===== src/rtl/mem_port_arbiter_if.sv =====
`default_nettype none
// ============================================================================
// Module : mem_port_arbiter_if
// Brief  : Request/grant and memory handshake bundle for mem_port_arbiter.
// Rev    : 1.0  initial release
// ============================================================================
interface mem_port_arbiter_if;
  logic [2:0] req;
  logic       mem_r;
  logic       err_clr;
  logic [1:0] sel;
  logic [2:0] gnt;
  logic       mem_en;
  logic [2:0] done;
  logic       busy;
  logic       timeout_err;

  // master: requesters and memory side; slave: the arbiter itself
  modport master (
    output req, mem_r, err_clr,
    input  sel, gnt, mem_en, done, busy, timeout_err
  );

  modport slave (
    input  req, mem_r, err_clr,
    output sel, gnt, mem_en, done, busy, timeout_err
  );
endinterface
`default_nettype wire


===== src/rtl/mem_port_arbiter.sv =====
`default_nettype none
// ============================================================================
// Module : mem_port_arbiter
// Brief  : Round-robin arbiter/sequencer for the shared 16-bit memory port.
//          Optional ACCESS timeout enabled by defining MEM_ARB_TIMEOUT_EN.
// Rev    : 1.0  initial release
// ============================================================================
module mem_port_arbiter #(
  parameter int TIMEOUT = 255,
  parameter int CNT_W   = 8
) (
  input  wire logic          clk,
  input  wire logic          rst_n,
  mem_port_arbiter_if.slave  bus
);

  typedef enum logic [1:0] {
    ST_IDLE   = 2'd0,
    ST_ACCESS = 2'd1,
    ST_DONE   = 2'd2
  } state_t;

  localparam logic [CNT_W-1:0] c_timeout  = CNT_W'(TIMEOUT);
  localparam logic [1:0]       c_sel_idle = 2'd3;

  state_t     r_state, w_state_nxt;
  logic [1:0] r_sel, w_sel_nxt;
  logic [2:0] r_gnt, w_gnt_nxt;
  logic       r_mem_en, w_mem_en_nxt;
  logic [2:0] r_done, w_done_nxt;
  logic       r_busy;
  logic [1:0] r_last, w_last_nxt;
  logic [1:0] w_winner;
  logic       w_timeout_hit;

  // Scan starts just after the last winner; only meaningful when req != 0.
  always_comb begin
    w_winner = 2'd0;
    case (r_last)
      2'd0:    w_winner = bus.req[1] ? 2'd1 : (bus.req[2] ? 2'd2 : 2'd0);
      2'd1:    w_winner = bus.req[2] ? 2'd2 : (bus.req[0] ? 2'd0 : 2'd1);
      default: w_winner = bus.req[0] ? 2'd0 : (bus.req[1] ? 2'd1 : 2'd2);
    endcase
  end

`ifdef MEM_ARB_TIMEOUT_EN
  logic [CNT_W-1:0] r_cnt;
  logic [CNT_W-1:0] w_cnt_inc;
  logic             r_timeout_err;

  assign w_cnt_inc     = r_cnt + 1'b1;
  assign w_timeout_hit = !bus.mem_r && (w_cnt_inc == c_timeout);

  always_ff @(posedge clk or negedge rst_n) begin
    if (!rst_n) begin
      r_cnt         <= '0;
      r_timeout_err <= 1'b0;
    end else begin
      if (r_state != ST_ACCESS)
        r_cnt <= '0;
      else if (!bus.mem_r)
        r_cnt <= w_cnt_inc;
      // set has priority over a simultaneous clear
      if (r_state == ST_ACCESS && w_timeout_hit)
        r_timeout_err <= 1'b1;
      else if (bus.err_clr)
        r_timeout_err <= 1'b0;
    end
  end

  assign bus.timeout_err = r_timeout_err;
`else
  logic w_unused;

  assign w_timeout_hit   = 1'b0;
  assign w_unused        = ^{bus.err_clr, c_timeout};
  assign bus.timeout_err = 1'b0;
`endif

  always_comb begin
    w_state_nxt  = r_state;
    w_sel_nxt    = r_sel;
    w_gnt_nxt    = r_gnt;
    w_mem_en_nxt = r_mem_en;
    w_done_nxt   = 3'b000;
    w_last_nxt   = r_last;
    case (r_state)
      ST_IDLE: begin
        w_sel_nxt    = c_sel_idle;
        w_gnt_nxt    = 3'b000;
        w_mem_en_nxt = 1'b0;
        if (bus.req != 3'b000) begin
          w_state_nxt  = ST_ACCESS;
          w_sel_nxt    = w_winner;
          w_gnt_nxt    = 3'b001 << w_winner;
          w_mem_en_nxt = 1'b1;
          w_last_nxt   = w_winner;
        end
      end
      ST_ACCESS: begin
        if (bus.mem_r || w_timeout_hit) begin
          w_state_nxt  = ST_DONE;
          w_mem_en_nxt = 1'b0;
          w_done_nxt   = r_gnt;
        end
      end
      ST_DONE: begin
        w_state_nxt  = ST_IDLE;
        w_sel_nxt    = c_sel_idle;
        w_gnt_nxt    = 3'b000;
        w_mem_en_nxt = 1'b0;
      end
      default: begin
        w_state_nxt  = ST_IDLE;
        w_sel_nxt    = c_sel_idle;
        w_gnt_nxt    = 3'b000;
        w_mem_en_nxt = 1'b0;
      end
    endcase
  end

  always_ff @(posedge clk or negedge rst_n) begin
    if (!rst_n) begin
      r_state  <= ST_IDLE;
      r_sel    <= c_sel_idle;
      r_gnt    <= 3'b000;
      r_mem_en <= 1'b0;
      r_done   <= 3'b000;
      r_busy   <= 1'b0;
      r_last   <= 2'd2;
    end else begin
      r_state  <= w_state_nxt;
      r_sel    <= w_sel_nxt;
      r_gnt    <= w_gnt_nxt;
      r_mem_en <= w_mem_en_nxt;
      r_done   <= w_done_nxt;
      r_busy   <= (w_state_nxt != ST_IDLE);
      r_last   <= w_last_nxt;
    end
  end

  assign bus.sel    = r_sel;
  assign bus.gnt    = r_gnt;
  assign bus.mem_en = r_mem_en;
  assign bus.done   = r_done;
  assign bus.busy   = r_busy;

endmodule
`default_nettype wire


===== src/flat_wrapper.sv =====
// flat-port wrapper written by rule: the top's interface ports become plain ports
module mem_port_arbiter_flat 
#(
  parameter int TIMEOUT = 255,
  parameter int CNT_W   = 8
)
  (clk, rst_n, bus_req, bus_mem_r, bus_err_clr, bus_sel, bus_gnt, bus_mem_en, bus_done, bus_busy, bus_timeout_err);
  mem_port_arbiter_if bus_i ();
  input  wire logic clk;
  input  wire logic rst_n;
  input wire logic [$bits(bus_i.req)-1:0] bus_req;
  input wire logic [$bits(bus_i.mem_r)-1:0] bus_mem_r;
  input wire logic [$bits(bus_i.err_clr)-1:0] bus_err_clr;
  output wire logic [$bits(bus_i.sel)-1:0] bus_sel;
  output wire logic [$bits(bus_i.gnt)-1:0] bus_gnt;
  output wire logic [$bits(bus_i.mem_en)-1:0] bus_mem_en;
  output wire logic [$bits(bus_i.done)-1:0] bus_done;
  output wire logic [$bits(bus_i.busy)-1:0] bus_busy;
  output wire logic [$bits(bus_i.timeout_err)-1:0] bus_timeout_err;
  assign bus_i.req = bus_req;
  assign bus_i.mem_r = bus_mem_r;
  assign bus_i.err_clr = bus_err_clr;
  assign bus_sel = bus_i.sel;
  assign bus_gnt = bus_i.gnt;
  assign bus_mem_en = bus_i.mem_en;
  assign bus_done = bus_i.done;
  assign bus_busy = bus_i.busy;
  assign bus_timeout_err = bus_i.timeout_err;
  mem_port_arbiter #(.TIMEOUT(TIMEOUT), .CNT_W(CNT_W)) u_core (.clk(clk), .rst_n(rst_n), .bus(bus_i));
endmodule

===== config.mk =====
export PLATFORM = sky130hd
export DESIGN_NAME = mem_port_arbiter_flat
export DESIGN_NICKNAME = d
export VERILOG_FILES = /design/src/rtl/mem_port_arbiter_if.sv /design/src/rtl/mem_port_arbiter.sv /design/src/flat_wrapper.sv
export SDC_FILE = /design/constraint.sdc
export NUM_CORES = 1
export LEC_CHECK = 0
export ABC_CLOCK_PERIOD_IN_PS = 1400
export CORE_UTILIZATION = 40
export CTS_CLUSTER_DIAMETER = 100
export DETAILED_ROUTE_END_ITERATION = 16
export PLACE_DENSITY_LB_ADDON = 0.3
export SYNTH_ARGS = -nofsm -noshare
export SYNTH_HDL_FRONTEND = slang
export SYNTH_SLANG_ARGS = --single-unit
export TNS_END_PERCENT = 20

===== constraint.sdc =====
create_clock -name clk -period 1.4 [get_ports clk]
set_input_delay 0.28 -clock clk [delete_from_list [all_inputs] [get_ports clk]]
set_output_delay 0.28 -clock clk [all_outputs]
set_load 0.005 [all_outputs]

# Yosys cells after proc, flatten, opt, wreduce, memory -nomap -nowiden
# Cells that the tools add are included.
# W data, S select, Z words.
[word_totals]
ff_bits = 14
word_cells = 35
output_inout_bits = 11
inputBits = 7
[op_classes]
muxes = 19
eq_ne = 3
shift = 1
reduce_logical = 5
[op_table]
columns = ["operator", "count"]
rows = [
  ["$mux W2", 8],
  ["$pmux W2 S2", 3],
  ["$mux W3", 3],
  ["$pmux W3 S2", 1],
  ["$eq A2 B1 Y1 const B", 2],
  ["$logic_not A2 Y1", 2],
  ["$mux W1", 3],
  ["$reduce_bool A3 Y1", 1],
  ["$shl A1 B2 Y3 const A", 1],
  ["$ne A2 B2 Y1 const B", 1],
  ["$pmux W1 S2", 1],
  ["$reduce_and A2 Y1", 1],
  ["$reduce_bool A2 Y1", 1],
]

# Depth between registers and ports, before layout
[logic_depth]
depth_word = 6
depth_mapped = 4
ltp_nobuf = 4

# Worst setup path after synthesis
# No wires, ideal clock.
[synth_timing]
kind = "reg2reg"
start = "register u_core.r_last[1]"
end = "register u_core.r_gnt[2], in the netlist u_core.bus.gnt[2]"
path_slack_ns = 0.201
path_stages_with_launch = 5
required_time_ns = 1.317
n_path_buf = 0
arrival_time_ns = 1.117
setup_time_ns = 0.083
cell_sequence = "dfstp_2 -> nor4b_1 -> nor3_1 -> nand2_1 -> o21ai_0"
[synth_via]
elab_chain_cells = 5
elab_cells_between_ends = 6
[synth_rtl]
columns = ["element", "line", "text"]
rows = [
  ["start: declaration", "mem_port_arbiter.sv:32", "logic [1:0] r_last, w_last_nxt;"],
  ["start signal: assignment", "mem_port_arbiter.sv:138", "r_last <= w_last_nxt;"],
  ["$eq A2 B1 Y1 / $logic_not A2 Y1 (equally long branches)", "mem_port_arbiter.sv:39", "case (r_last)"],
  ["$pmux W2 S2 (*)", "mem_port_arbiter.sv:39", ""],
  ["$shl A1 B2 Y3 (*)", "mem_port_arbiter.sv:95", "w_gnt_nxt = 3'b001 << w_winner;"],
  ["$mux W3 (*)", "mem_port_arbiter.sv:92", "if (bus.req != 3'b000) begin"],
  ["$pmux W3 S2 (*)", "mem_port_arbiter.sv:87", "case (r_state)"],
  ["end signal: assignment", "mem_port_arbiter.sv:134", "r_gnt <= w_gnt_nxt;"],
  ["end: declaration", "mem_port_arbiter.sv:28", "logic [2:0] r_gnt, w_gnt_nxt;"],
]
# Mark *: on every way between the ends. The rest lies on a longest branch, timed or not.
# A chain may end at the register's enable or synchronous reset.

# Worst setup path in the final report
[layout_timing]
start = "input bus_req[0]"
end = "register u_core.r_gnt[0], in the netlist u_core.bus.gnt[0]"
[layout_via]
elab_chain_cells = 6
elab_cells_between_ends = 8
[layout_rtl]
columns = ["element", "line", "text"]
rows = [
  ["start: declaration", "flat_wrapper.sv:11", "input wire logic [$bits(bus_i.req)-1:0] bus_req;"],
  ["$mux W1", "mem_port_arbiter.sv:41", "2'd1: w_winner = bus.req[2] ? 2'd2 : (bus.req[0] ? 2'd0 : 2'd1);"],
  ["$mux W2", "mem_port_arbiter.sv:41", ""],
  ["$pmux W2 S2", "mem_port_arbiter.sv:39", ""],
  ["$shl A1 B2 Y3", "mem_port_arbiter.sv:95", ""],
  ["$mux W3 (*)", "mem_port_arbiter.sv:92", ""],
  ["$pmux W3 S2 (*)", "mem_port_arbiter.sv:87", ""],
]
# Marked as above.

==> impl_metrics.json <==
{
  "status": "complete, no violations",
  "synth_nets": 59,
  "worstRegToRegCells": 4,
  "routed_wl_um": 1050,
  "grt.total_usage": 0.166,
  "gp_congestion": 0.794,
  "ios": 18,
  "clk_path_buf_depth": 2,
  "instances_no_fill": 90,
  "skew_ns": 0.00848,
  "synth_top_family_by_area": "simple AND/OR/NAND/NOR gates",
  "synth_area_leader_cell": "dfrtp_1",
  "wire_per_inst_um": 11.6,
  "async_reset_ff_frac": 1.00,
  "slowest_stage": "clkdlybuf4s50_1",
  "worst_ir_drop_vdd_v": 0.00132,
  "worstPathMaxFanout": 4,
  "fill_cells": 118,
  "rsz0062_at_grt": "true",
  "syn_area_um2": 582,
  "ant_nets": 0,
  "cts_hold_buffers": 0,
  "hold_violations": 0,
  "grt_first_pass_wirelength_um": 1660,
  "synthCells": 52,
  "hold_slack_ns": 0.275,
  "placed_cells": 86,
  "yosysMostFrequentCell": "dfrtp_1",
  "seq_area_frac_synth": 0.609,
  "maxSlewViolCount": 0,
  "die-area_um2": 1610,
  "gr-total-overflow": 0,
  "hold_path.class": "primary input to asynchronous set/reset pin",
  "clk_latency_ns": 0.28,
  "crit_path_cell_trace": "clkdlybuf4s50_1 > nor3_2 > or3_4 > a211oi_4 > a22o_1",
  "via_per_inst": 4.91,
  "synth-xor-area-share": 0,
  "antenna_found_initial": 0,
  "cts_buffers": 3,
  "fp-row-count": 13,
  "synthSimpleGateAreaFrac": 0.267,
  "end_kind": "register",
  "finalSetupViolations": 0,
  "synth_top_cell_area_share": 0.473,
  "synth_fa_ha_area_frac": 0,
  "synth-warning-count": 0,
  "ys_ff_latch": 14,
  "syn2layout_area_growth_pct": 42.6,
  "die_w_um": 40.1,
  "final_nets": 83,
  "drive_above_1_share": 0.213,
  "arrival_ns": 1.62,
  "fmax_ghz": 0.717,
  "cts_root_buf": "clkbuf_4",
  "maxCapViolCount": 0,
  "yosys_most_used_dff": "dfrtp_1",
  "core_area_um2": 1330,
  "path_clk_slew_ns": 0.09,
  "grt_pass1_vias": 392,
  "cts.sinks": 14,
  "port_buffers": 15,
  "drt-pass1-iter-count": 2,
  "cts.repair_timing.setup_buffer_count": 0,
  "start_util": 0.436,
  "die_h_um": 40.1,
  "first_iter_violations": 3,
  "max_stage_delay_ns": 0.53,
  "fin_crit_ns": 1.39,
  "ys_top_cells_by_area": "dfrtp_1 (47%), dfstp_2 (14%), nand2_1 (3.9%), and3_1 (3.2%), nor2_1 (3.2%)",
  "drc": 0,
  "synth.top_cells.by_count": "dfrtp_1 (11), nand2_1 (6), nor2_1 (5)",
  "p_per_area_nw_per_um2": 1980,
  "start_kind": "primary input",
  "path_class": "primary input to register",
  "synth_compound_area_frac": 0.105,
  "setup_tns_ns": 0,
  "tritoncts": "done",
  "leakagePower_uw": 0.000445,
  "grt_max_degree": 10,
  "yosys-mux-area-fraction": 0,
  "dr_total_vias": 442,
  "finish.utilization": 0.622,
  "post-route-period-util": 0.996,
  "n_antenna_cell": 0,
  "avgSynthCellArea_um2": 11.2,
  "synth_cell_types": 22,
  "synth_edf_count": 0,
  "cts_max_level": 1,
  "required_ns": 1.63
}
## final cells by class
cell class / instances / area [um^2] / share of cell area
clock buffers: 4 / 36.3 / 0.0437
multi-input cells: 37 / 231 / 0.279
flip-flops and latches: 14 / 354 / 0.427
well taps: 15 / 18.8 / 0.0226
repair buffers: 20 / 189 / 0.228
## layout by cell type (no fill, tap or decap)
cell / synthesis / final
conb_1: 1 / 1
dlygate4sd2_1: 0 / 7
or3_4: 1 / 1
buf_4: 1 / 5
nor3b_1: 1 / 1
clkbuf_4: 0 / 3
nor4b_1: 1 / 1
nand2_1: 6 / 6
nor3_1: 2 / 2
dlymetal6s2s_1: 0 / 4
o21a_1: 2 / 2
dfrtp_1: 11 / 11
o21ai_0: 3 / 3
a21oi_2: 0 / 1
a211oi_4: 0 / 1
dfstp_2: 3 / 3
nor2b_1: 2 / 2
and2_1: 1 / 1
or2b_1: 1 / 1
nor2_1: 5 / 5
nor3_2: 1 / 1
clkbuf_8: 0 / 1
nand2b_1: 2 / 2
and3b_1: 1 / 1
clkdlybuf4s50_1: 0 / 4
a21oi_1: 2 / 1
and3_1: 3 / 3
a22o_1: 1 / 1
## where the power goes
group	internal (uW)	switching (uW)	leakage, uW
Sequential	600	109	0.000172
Combinational	351	296	0.000251
Clock	158	131	0.0000210
## kinds of logic after synthesis
group	after synthesis
simple gates	27
flops	14
compound gates	9
buf+inv	1
other cells	1
## flip-flops by register name, indices dropped and copies added, names as in the netlist
name               count
u_core.bus.sel         2
u_core.bus.gnt         3
u_core.r_state         2
u_core.r_last          2
u_core.bus.mem_en      1
u_core.bus.busy        1
u_core.bus.done        3
## routing by layer
layer | GRT usage | vias up | share of wire
met5 | 0 | - | 0
met4 | 0.0259 | 0 | 0
met3 | 0.100 | 0 | 0.074
met2 | 0.254 | 15 | 0.44
met1 | 0.202 | 205 | 0.48
li1 | - | 222 | -
## metrics by stage
stage,setup slack (ns),cell area (um^2),power (uW)
after floorplan,0.201,582,1030
final,0.00621,830,1640
after global placement,-0.291,781,1390
after detailed placement,-0.299,781,1410
after CTS,0.00306,808,1640
after global routing,-0.0535,830,1780
## repair_timing
| item | in CTS | in global routing |
|---|---|---|
| setup endpoints to repair | 7 | 8 |
| gates resized for setup | 7 | 6 |
| endpoints found under the hold margin | 0 | 0 |
## path summary, 6_finish.rpt
check / from / end / slack, ns
setup / recovery: bus_req[0] / u_core.bus.gnt[0] / 0.006
hold / removal: rst_n / u_core.bus.busy / 0.28
setup reg to reg: u_core.r_last[1] / u_core.r_last[0] / 0.09
hold reg to reg: u_core.bus.mem_en / u_core.bus.mem_en / 0.48
max in group asynchronous: rst_n / u_core.bus.gnt[1] / 0.70
min in group clk: bus_req[1] / u_core.bus.gnt[2] / 0.46
## worst max-delay path: cells and delay by family
family                 cells  cell delay [ns]
buffers and inverters      1             0.53
and+or+nand+nor            2             0.42
AOI/OAI and AO/OA          2             0.38
Note: power is estimated with default switching activity, not from simulation.
